### src/rtl/atm_dos_ctrl_if.sv
// Pager-side bundle for atm_dos_ctrl: merged DOS strobes, CP/M and PEN
// controls going in, DOS flag / Z80 clock stall / change pulse coming out.
interface atm_dos_ctrl_if;
  logic       zpos;
  logic [3:0] dos_turn_on;
  logic [3:0] dos_turn_off;
  logic       pager_off;
  logic       cpm_n;
  logic       dos;
  logic       zclk_stall;
  logic       dos_chg;

  // Pager / environment side: drives strobes, sees the DOS state.
  modport master (
    output zpos, dos_turn_on, dos_turn_off, pager_off, cpm_n,
    input  dos, zclk_stall, dos_chg
  );

  // Controller side.
  modport slave (
    input  zpos, dos_turn_on, dos_turn_off, pager_off, cpm_n,
    output dos, zclk_stall, dos_chg
  );
endinterface

### src/rtl/atm_dos_ctrl.sv
// atm_dos_ctrl: merges the per-window pager DOS strobes into one registered
// DOS flag, forces DOS during ATM CP/M mode, and stalls the Z80 clock for
// STALL_CYCLES fclk cycles after every DOS turn-on.
//
// Optional feature macro: ATM_DOS_STALL_EN
//   defined   -> stall FSM and down-counter are built
//   undefined -> zclk_stall is tied low, STALL_CYCLES has no effect
//
// Stall FSM states:
//   state    | meaning
//   ST_IDLE  | Z80 clock free-running; waiting for a DOS 0->1 rise
//   ST_STALL | Z80 clock frozen; cnt counts down to terminal count 0
module atm_dos_ctrl #(
  parameter int unsigned STALL_CYCLES = 4
) (
  input  logic          fclk,
  input  logic          rst,
  atm_dos_ctrl_if.slave bus
);

  // A zero stall length disables the stall even when the FSM is built.
  localparam bit          STALL_EN   = (STALL_CYCLES != 0);
  localparam int unsigned LOAD_INT   = STALL_EN ? (STALL_CYCLES - 1) : 0;
  localparam logic [3:0]  STALL_LOAD = 4'(LOAD_INT);

  logic on_req;
  logic off_req;
  logic cpm_n_d;
  logic cpm_rise;
  logic resync;
  logic strobe_gate;
  logic dos_q;
  logic dos_nxt;
  logic dos_chg_q;
  logic dos_rise;

  // PEN masks every strobe; any window may turn DOS on or off.
  assign on_req  = (|bus.dos_turn_on)  & ~bus.pager_off;
  assign off_req = (|bus.dos_turn_off) & ~bus.pager_off;

  // Leaving CP/M keeps DOS frozen until the Z80 clock phase is known again,
  // i.e. until the first zpos after cpm_n rises; strobes in between are lost.
  assign cpm_rise    = bus.cpm_n & ~cpm_n_d;
  assign strobe_gate = ~resync & ~cpm_rise;

  // Track cpm_n edges and the CP/M re-sync window.
  always_ff @(posedge fclk or posedge rst) begin
    if (rst) begin
      cpm_n_d <= 1'b1;
      resync  <= 1'b0;
    end else begin
      cpm_n_d <= bus.cpm_n;
      if (!bus.cpm_n)
        resync <= 1'b0;
      else if (cpm_rise)
        resync <= 1'b1;
      else if (bus.zpos)
        resync <= 1'b0;
    end
  end

  // DOS next state: CP/M force, then turn-on, then turn-off, else hold.
  always_comb begin
    dos_nxt = dos_q;
    if (!bus.cpm_n)
      dos_nxt = 1'b1;
    else if (strobe_gate && on_req)
      dos_nxt = 1'b1;
    else if (strobe_gate && off_req)
      dos_nxt = 1'b0;
  end

  // Register the DOS flag and a one-cycle change pulse aligned with it.
  always_ff @(posedge fclk or posedge rst) begin
    if (rst) begin
      dos_q     <= 1'b0;
      dos_chg_q <= 1'b0;
    end else begin
      dos_q     <= dos_nxt;
      dos_chg_q <= (dos_nxt != dos_q);
    end
  end

  assign dos_rise    = dos_nxt & ~dos_q;
  assign bus.dos     = dos_q;
  assign bus.dos_chg = dos_chg_q;

`ifdef ATM_DOS_STALL_EN
  localparam logic [0:0] ST_IDLE  = 1'b0;
  localparam logic [0:0] ST_STALL = 1'b1;

  logic [0:0] state;
  logic [3:0] cnt;

  // Stall timer: load on DOS rise, count down, leave at terminal count.
  // Rises seen while already stalling neither restart nor extend it.
  always_ff @(posedge fclk or posedge rst) begin
    if (rst) begin
      state <= ST_IDLE;
      cnt   <= 4'd0;
    end else begin
      case (state)
        ST_IDLE: begin
          if (dos_rise && STALL_EN) begin
            state <= ST_STALL;
            cnt   <= STALL_LOAD;
          end
        end
        ST_STALL: begin
          if (cnt == 4'd0)
            state <= ST_IDLE;
          else
            cnt <= cnt - 4'd1;
        end
        default: begin
          state <= ST_IDLE;
          cnt   <= 4'd0;
        end
      endcase
    end
  end

  assign bus.zclk_stall = (state == ST_STALL);
`else
  // No stall hardware: the Z80 clock is never frozen by this block.
  assign bus.zclk_stall = STALL_EN & 1'b0;
`endif

endmodule
### src/flat_wrapper.sv
// flat-port wrapper written by rule: the top's interface ports become plain ports
module atm_dos_ctrl_flat 
#(
  parameter int unsigned STALL_CYCLES = 4
)
  (fclk, rst, bus_zpos, bus_dos_turn_on, bus_dos_turn_off, bus_pager_off, bus_cpm_n, bus_dos, bus_zclk_stall, bus_dos_chg);
  atm_dos_ctrl_if bus_i ();
  input  logic fclk;
  input  logic rst;
  input wire logic [$bits(bus_i.zpos)-1:0] bus_zpos;
  input wire logic [$bits(bus_i.dos_turn_on)-1:0] bus_dos_turn_on;
  input wire logic [$bits(bus_i.dos_turn_off)-1:0] bus_dos_turn_off;
  input wire logic [$bits(bus_i.pager_off)-1:0] bus_pager_off;
  input wire logic [$bits(bus_i.cpm_n)-1:0] bus_cpm_n;
  output wire logic [$bits(bus_i.dos)-1:0] bus_dos;
  output wire logic [$bits(bus_i.zclk_stall)-1:0] bus_zclk_stall;
  output wire logic [$bits(bus_i.dos_chg)-1:0] bus_dos_chg;
  assign bus_i.zpos = bus_zpos;
  assign bus_i.dos_turn_on = bus_dos_turn_on;
  assign bus_i.dos_turn_off = bus_dos_turn_off;
  assign bus_i.pager_off = bus_pager_off;
  assign bus_i.cpm_n = bus_cpm_n;
  assign bus_dos = bus_i.dos;
  assign bus_zclk_stall = bus_i.zclk_stall;
  assign bus_dos_chg = bus_i.dos_chg;
  atm_dos_ctrl #(.STALL_CYCLES(STALL_CYCLES)) u_core (.fclk(fclk), .rst(rst), .bus(bus_i));
endmodule
### config.mk
export PLATFORM = sky130hd
export DESIGN_NAME = atm_dos_ctrl_flat
export DESIGN_NICKNAME = d
export VERILOG_FILES = /design/src/rtl/atm_dos_ctrl_if.sv /design/src/rtl/atm_dos_ctrl.sv /design/src/flat_wrapper.sv
export SDC_FILE = /design/constraint.sdc
export NUM_CORES = 1
export LEC_CHECK = 0
export BUFFER_PORTS_ARGS = -buffer_cell sky130_fd_sc_hd__buf_2
export CORE_AREA = 2 2 39 41
export CTS_CLUSTER_SIZE = 25
export DETAILED_ROUTE_END_ITERATION = 7
export DIE_AREA = 0 0 41 43
export PLACE_DENSITY = 0.43
export SETUP_SLACK_MARGIN = 0.4
export SYNTH_ARGS = -nofsm -noshare
export SYNTH_HDL_FRONTEND = slang
export SYNTH_SLANG_ARGS = --single-unit
### constraint.sdc
create_clock -name fclk -period 1.5 [get_ports fclk]
set_clock_uncertainty 0.05 [all_clocks]
set_input_delay 0.075 -clock fclk [delete_from_list [all_inputs] [get_ports fclk]]
set_output_delay 0.075 -clock fclk [all_outputs]
set_load 0.1 [all_outputs]
# Yosys cells after proc, flatten, opt, wreduce, memory -nomap -nowiden
# Cells that the tools add are included.
[word_totals]
rom_bits = 0
inputBits = 13
mem_bits_rw = 0
regBits = 4
mem_count = 0
latchBits = 0
[op_classes]
muxes = 6
div_mod_pow = 0
n_eq_ne = 2
n_shift = 0
magnitude_cmp = 0
n_bitwise = 8
n_reduce_logical = 4
add_sub_neg = 0
mul = 0
[ops]
columns = ["cell", "count"]
rows = [
  ["OR reduction 4 bit", 2],
  ["2-to-1 mux 1 bit", 6],
  ["AND 1 bit", 4],
  ["inverter 1 bit", 4],
  ["inequality test 3 x 2 -> 1 bit (second input constant)", 1],
  ["logical AND 1 bit", 2],
  ["inequality test 1 bit", 1],
]

# Longest topological paths before layout
[depth]
ltp_word = 9
depth_mapped = 3
mapped_depth_nobuf = 3

# Least setup slack after synthesis
# Ideal clock, no wire load.
[synth_timing]
path_type = "register to register"
start = "register u_core.dos_q, in the netlist u_core.bus.dos"
end = "register u_core.dos_chg_q, in the netlist u_core.bus.dos_chg"
setup_slack_ns = 0.160
stages_incl_launch_ff = 3
required_time_ns = 1.371
t_arrival_ns = 1.211
path_cell_list = "dfrtp_1 nand3_1 o2bb2ai_1"
[synth_via]
elab_chain_len = 4
[synth_lines]
columns = ["item", "line", "rtl"]
rows = [
  ["start: declaration", "atm_dos_ctrl.sv:32", "logic dos_q;"],
  ["start signal: assignment", "atm_dos_ctrl.sv:79", "dos_q <= dos_nxt;"],
  ["2-to-1 mux 1 bit", "atm_dos_ctrl.sv:69", "else if (strobe_gate && off_req)"],
  ["2-to-1 mux 1 bit", "atm_dos_ctrl.sv:67", "else if (strobe_gate && on_req)"],
  ["2-to-1 mux 1 bit", "atm_dos_ctrl.sv:65", "if (!bus.cpm_n)"],
  ["inequality test 1 bit *", "atm_dos_ctrl.sv:80", "dos_chg_q <= (dos_nxt != dos_q);"],
  ["end signal: assignment", "atm_dos_ctrl.sv:80", ""],
  ["end: declaration", "atm_dos_ctrl.sv:34", "logic dos_chg_q;"],
]
# Mark *: on every way between the ends. The rest lies on a longest branch, timed or not.
# A chain may end at the register's enable or synchronous reset.

# Worst setup path after layout
[layout_timing]
start = "register u_core.cpm_n_d"
end = "register u_core.dos_q, in the netlist u_core.bus.dos"
[layout_via]
elab_chain_len = 8
elab_cells_between_ends = 9
classes_between = "mux: 3; bitwise: 4; reduce/logical: 2"
[layout_lines]
columns = ["item", "line", "rtl"]
rows = [
  ["start: declaration", "atm_dos_ctrl.sv:28", "logic cpm_n_d;"],
  ["start signal: assignment", "atm_dos_ctrl.sv:52", "cpm_n_d <= bus.cpm_n;"],
  ["inverter 1 bit *", "atm_dos_ctrl.sv:43", "assign cpm_rise = bus.cpm_n & ~cpm_n_d;"],
  ["AND 1 bit *", "atm_dos_ctrl.sv:43", ""],
  ["inverter 1 bit *", "atm_dos_ctrl.sv:44", "assign strobe_gate = ~resync & ~cpm_rise;"],
  ["AND 1 bit *", "atm_dos_ctrl.sv:44", ""],
  ["logical AND 1 bit", "atm_dos_ctrl.sv:69", ""],
  ["2-to-1 mux 1 bit", "atm_dos_ctrl.sv:69", ""],
  ["2-to-1 mux 1 bit *", "atm_dos_ctrl.sv:67", ""],
  ["2-to-1 mux 1 bit *", "atm_dos_ctrl.sv:65", ""],
  ["named net u_core.dos_nxt", "atm_dos_ctrl.sv:33", "logic dos_nxt;"],
]
# The timed path passes the listed nets; every way through them passes the cells marked *.

==> metrics.md <==
| Metric | Value |
|---|---|
| Run status | `finished, final reports clean` |
| Largest net degree at the start of global routing | `6` |
| XOR/XNOR Fraction of Synth Area | `0` |
| DR pass1 iterations | `4` |
| Floorplan core area | `0.00138 mm²` |
| Gpl congestion | `0.670` |
| Initial antenna violation count | `0` |
| Max_cap viols | `0` |
| Count of final hold-check violations | `0` |
| Clock slew at reported path FFs | `0.05 ns` |
| Fraction of layout cells with a size suffix above 1 | `0.568` |
| H-tree Lvls | `1` |
| Simple logic cell fraction of the synthesized area | `0.124` |
| Mean Syn Cell Area | `10.6 µm²` |
| Gate count after technology mapping | `18` |
| Full die area | `0.00176 mm²` |
| WS Path Type | `flip-flop to flip-flop` |
| Synthesized net count | `31` |
| CP max stage delay | `0.52 ns` |
| Leak Pwr | `0.167 nW` |
| WL/cell | `9.40 µm` |
| Post-Place Worst Slack | `0.251 ns` |
| Cell area after synthesis | `191 µm²` |
| Drt drc | `0` |
| Sequential share of power | `0.346` |
| Switching power | `0.108 mW` |
| Clk Tree Root Cell | `clkbuf_4` |
| Mean number of vias per cell | `3.70` |
| Gr usage total | `0.0706` |
| Filler cells | `158` |
| CTS sink cnt | `4` |
| Clock network power share | `0.425` |
| CTS tree | `built` |
| Fin. max-slew vios | `0` |
| Post-synthesis sequential area ratio | `0.529` |
| VDD IR max | `272 µV` |
| Area growth from synthesis to layout | `74.5%` |
| Initial DRC Count | `4` |
| Chip width | `41 µm` |
| Final Hold Slack | `0.0722 ns` |
| Overall routed net length | `498 µm` |
| Worst path arrival time | `1.33 ns` |
| Register area | `103 µm²` |
| Internal power | `0.244 mW` |
| Final ANT Viol Nets | `0` |
| Area fraction of the dominant cell type after synthesis | `0.392` |
| Final worst slack | `0.245 ns` |
| Fin nets | `51` |
| Adder-cell share of the synthesized area | `0` |
| RSZ-0062 raised after global routing | `yes` |
| Inserted Clock Buffers | `3` |
| Final setup fails | `0` |
| Largest family of logic cells by synthesized area | `compound AO/OA/AOI/OAI gates` |
| Mux cell area share after synthesis | `0` |
| HP Class | `input port to flip-flop` |
| Synth area leaders | `dfrtp_1, dfstp_2, nor4_1` |
| First-pass GRT wire length | `752 µm` |
| Vias post-DR | `196` |
| Final worst path period share | `0.837` |
| Critical-path cell list | `inv_2 -> a2111o_1 -> a21o_1` |
| Power per cell area | `1050 mW/mm²` |
| Crit path max fanout | `2` |
| Buf+Inv Stages, Crit Path | `1` |
| Startpoint types | `flip-flop` |
| Starting Density | `0.138` |
| Combinational group share of total power | `0.229` |
| F_max | `797 MHz` |
| Finished Cell Area | `334 µm²` |
| Dominant cell type by area after synthesis | `dfrtp_1` |
| Netlist cell types | `13` |
| CTS Buffer Depth | `2` |
| Crit path required time | `1.58 ns` |
| Row cnt | `14` |
| Die H | `43 µm` |
| GRT overflow | `0` |
| Placed Area | `275 µm²` |
| Synth Area in Compound Gates | `0.229` |
| Worst path slowest cell | `dfstp_2` |
| #FFs+latches synth | `4` |
| Yosys warnings | `0` |
| Skew-Pair Late Insertion Delay | `0.24 ns` |
| CP delay by family, top | `compound AO/OA/AOI/OAI gates` |
| Sw Share | `0.307` |
| ANT cells | `0` |
| Area of the multi-input gates | `78.8 µm²` |
| I/O pins | `16` |
| Fin crit period | `1.25 ns` |
| Crit. End Element | `flip-flop` |
| Port bufs | `14` |
| Final TNS setup | `0 ns` |
| Vias in the first global route | `208` |
[worst register-to-register path, cell delays in order (launching register included)]
cell and delay, ns:
dfstp_2 0.52, inv_2 0.04, a2111o_1 0.37, a21o_1 0.17
[synth_stat cells (all sizes together)]
cell and instances:
nand3 1, o41ai 1, nand2b 1, inv 3, buf 1, a21boi 1
a2111o 1, o2bb2ai 1, a21o 1, dfrtp 3, dfstp 1, nor4 2
conb 1
[per-layer routing]
layer | vias up | part of all wire | wire (µm) | global-route usage
li1 | 101 | - | - | -
met3 | 0 | 0.17 | 84 | 0.0314
met4 | 0 | 0 | 0 | 0.0800
met1 | 80 | 0.48 | 238 | 0.0814
met5 | - | 0 | 0 | 0
met2 | 15 | 0.35 | 174 | 0.0844
[sequential cells by signal, indices dropped and copies added, names as in the netlist]
name	count
u_core.resync	1
u_core.bus.dos_chg	1
u_core.bus.dos	1
u_core.cpm_n_d	1
[final timing paths]
check                      depth (start not counted)            endpoint  slack (ns)      startpoint
max                                                3      u_core.bus.dos        0.25  u_core.cpm_n_d
min in group asynchronous                          3  u_core.bus.dos_chg        0.20             rst
max reg2reg                                        3      u_core.bus.dos        0.25  u_core.cpm_n_d
min reg2reg                                        1      u_core.bus.dos        0.49  u_core.bus.dos
min                                                3       u_core.resync        0.07        bus_zpos
max in group asynchronous                          3      u_core.cpm_n_d        0.96             rst
[power by group through the flow]
stage / Clock, mW / Sequential, mW / Combinational, mW
finish: 0.149 / 0.122 / 0.0803
global placement: 0 / 0.123 / 0.0732
floorplan: 0 / 0.148 / 0.0259
global route: 0.165 / 0.122 / 0.0864
detailed placement: 0 / 0.122 / 0.0727
CTS: 0.160 / 0.121 / 0.0789
[cell families (layout without fill, tap and decap cells)]
family                 after synthesis  after routing
buffers and inverters                4             23
AO/OA/AOI/OAI                        5              5
flip-flops                           4              4
other                                1              1
AND/OR/NAND/NOR                      4              4
[repair_timing]
action / 4_1_cts / 5_1_grt
pin swaps: 0 / 0
setup endpoints to repair: 4 / 2
gates resized for setup: 2 / 1
hold buffers: 2 / 0
buffers inserted: 0 / 0
endpoints found under the hold margin: 5 / 0
[per-stage QoR]
step | std cells | utilization | power, mW
floorplan | 18 | - | 0.174
global placement | 47 | 0.199 | 0.196
detailed placement | 47 | 0.199 | 0.195
CTS | 53 | 0.236 | 0.361
global route | 53 | 0.241 | 0.373
finish | 53 | 0.241 | 0.351
[cell type report]
cell class / count / share of cell area
Clock buffer: 4 / 0.0787
Sequential cell: 4 / 0.307
Timing Repair Buffer: 16 / 0.285
Inverter: 3 / 0.0337
Multi-Input combinational cell: 10 / 0.236
Tap cell: 16 / 0.0599
[placed cells by master, fill, tap and decap left out]
cell type      count
buf_2             12
clkbuf_4           3
nor4_1             2
inv_1              2
dlygate4sd3_1      2
buf_4              2
dfrtp_1            2
nand2b_1           1
a21boi_0           1
inv_2              1
a2111o_1           1
o41ai_2            1
a21o_1             1
nand3_1            1
o2bb2ai_1          1
conb_1             1
clkbuf_1           1
dfrtp_2            1
dfstp_2            1
Power figures use the tool's default switching activity.
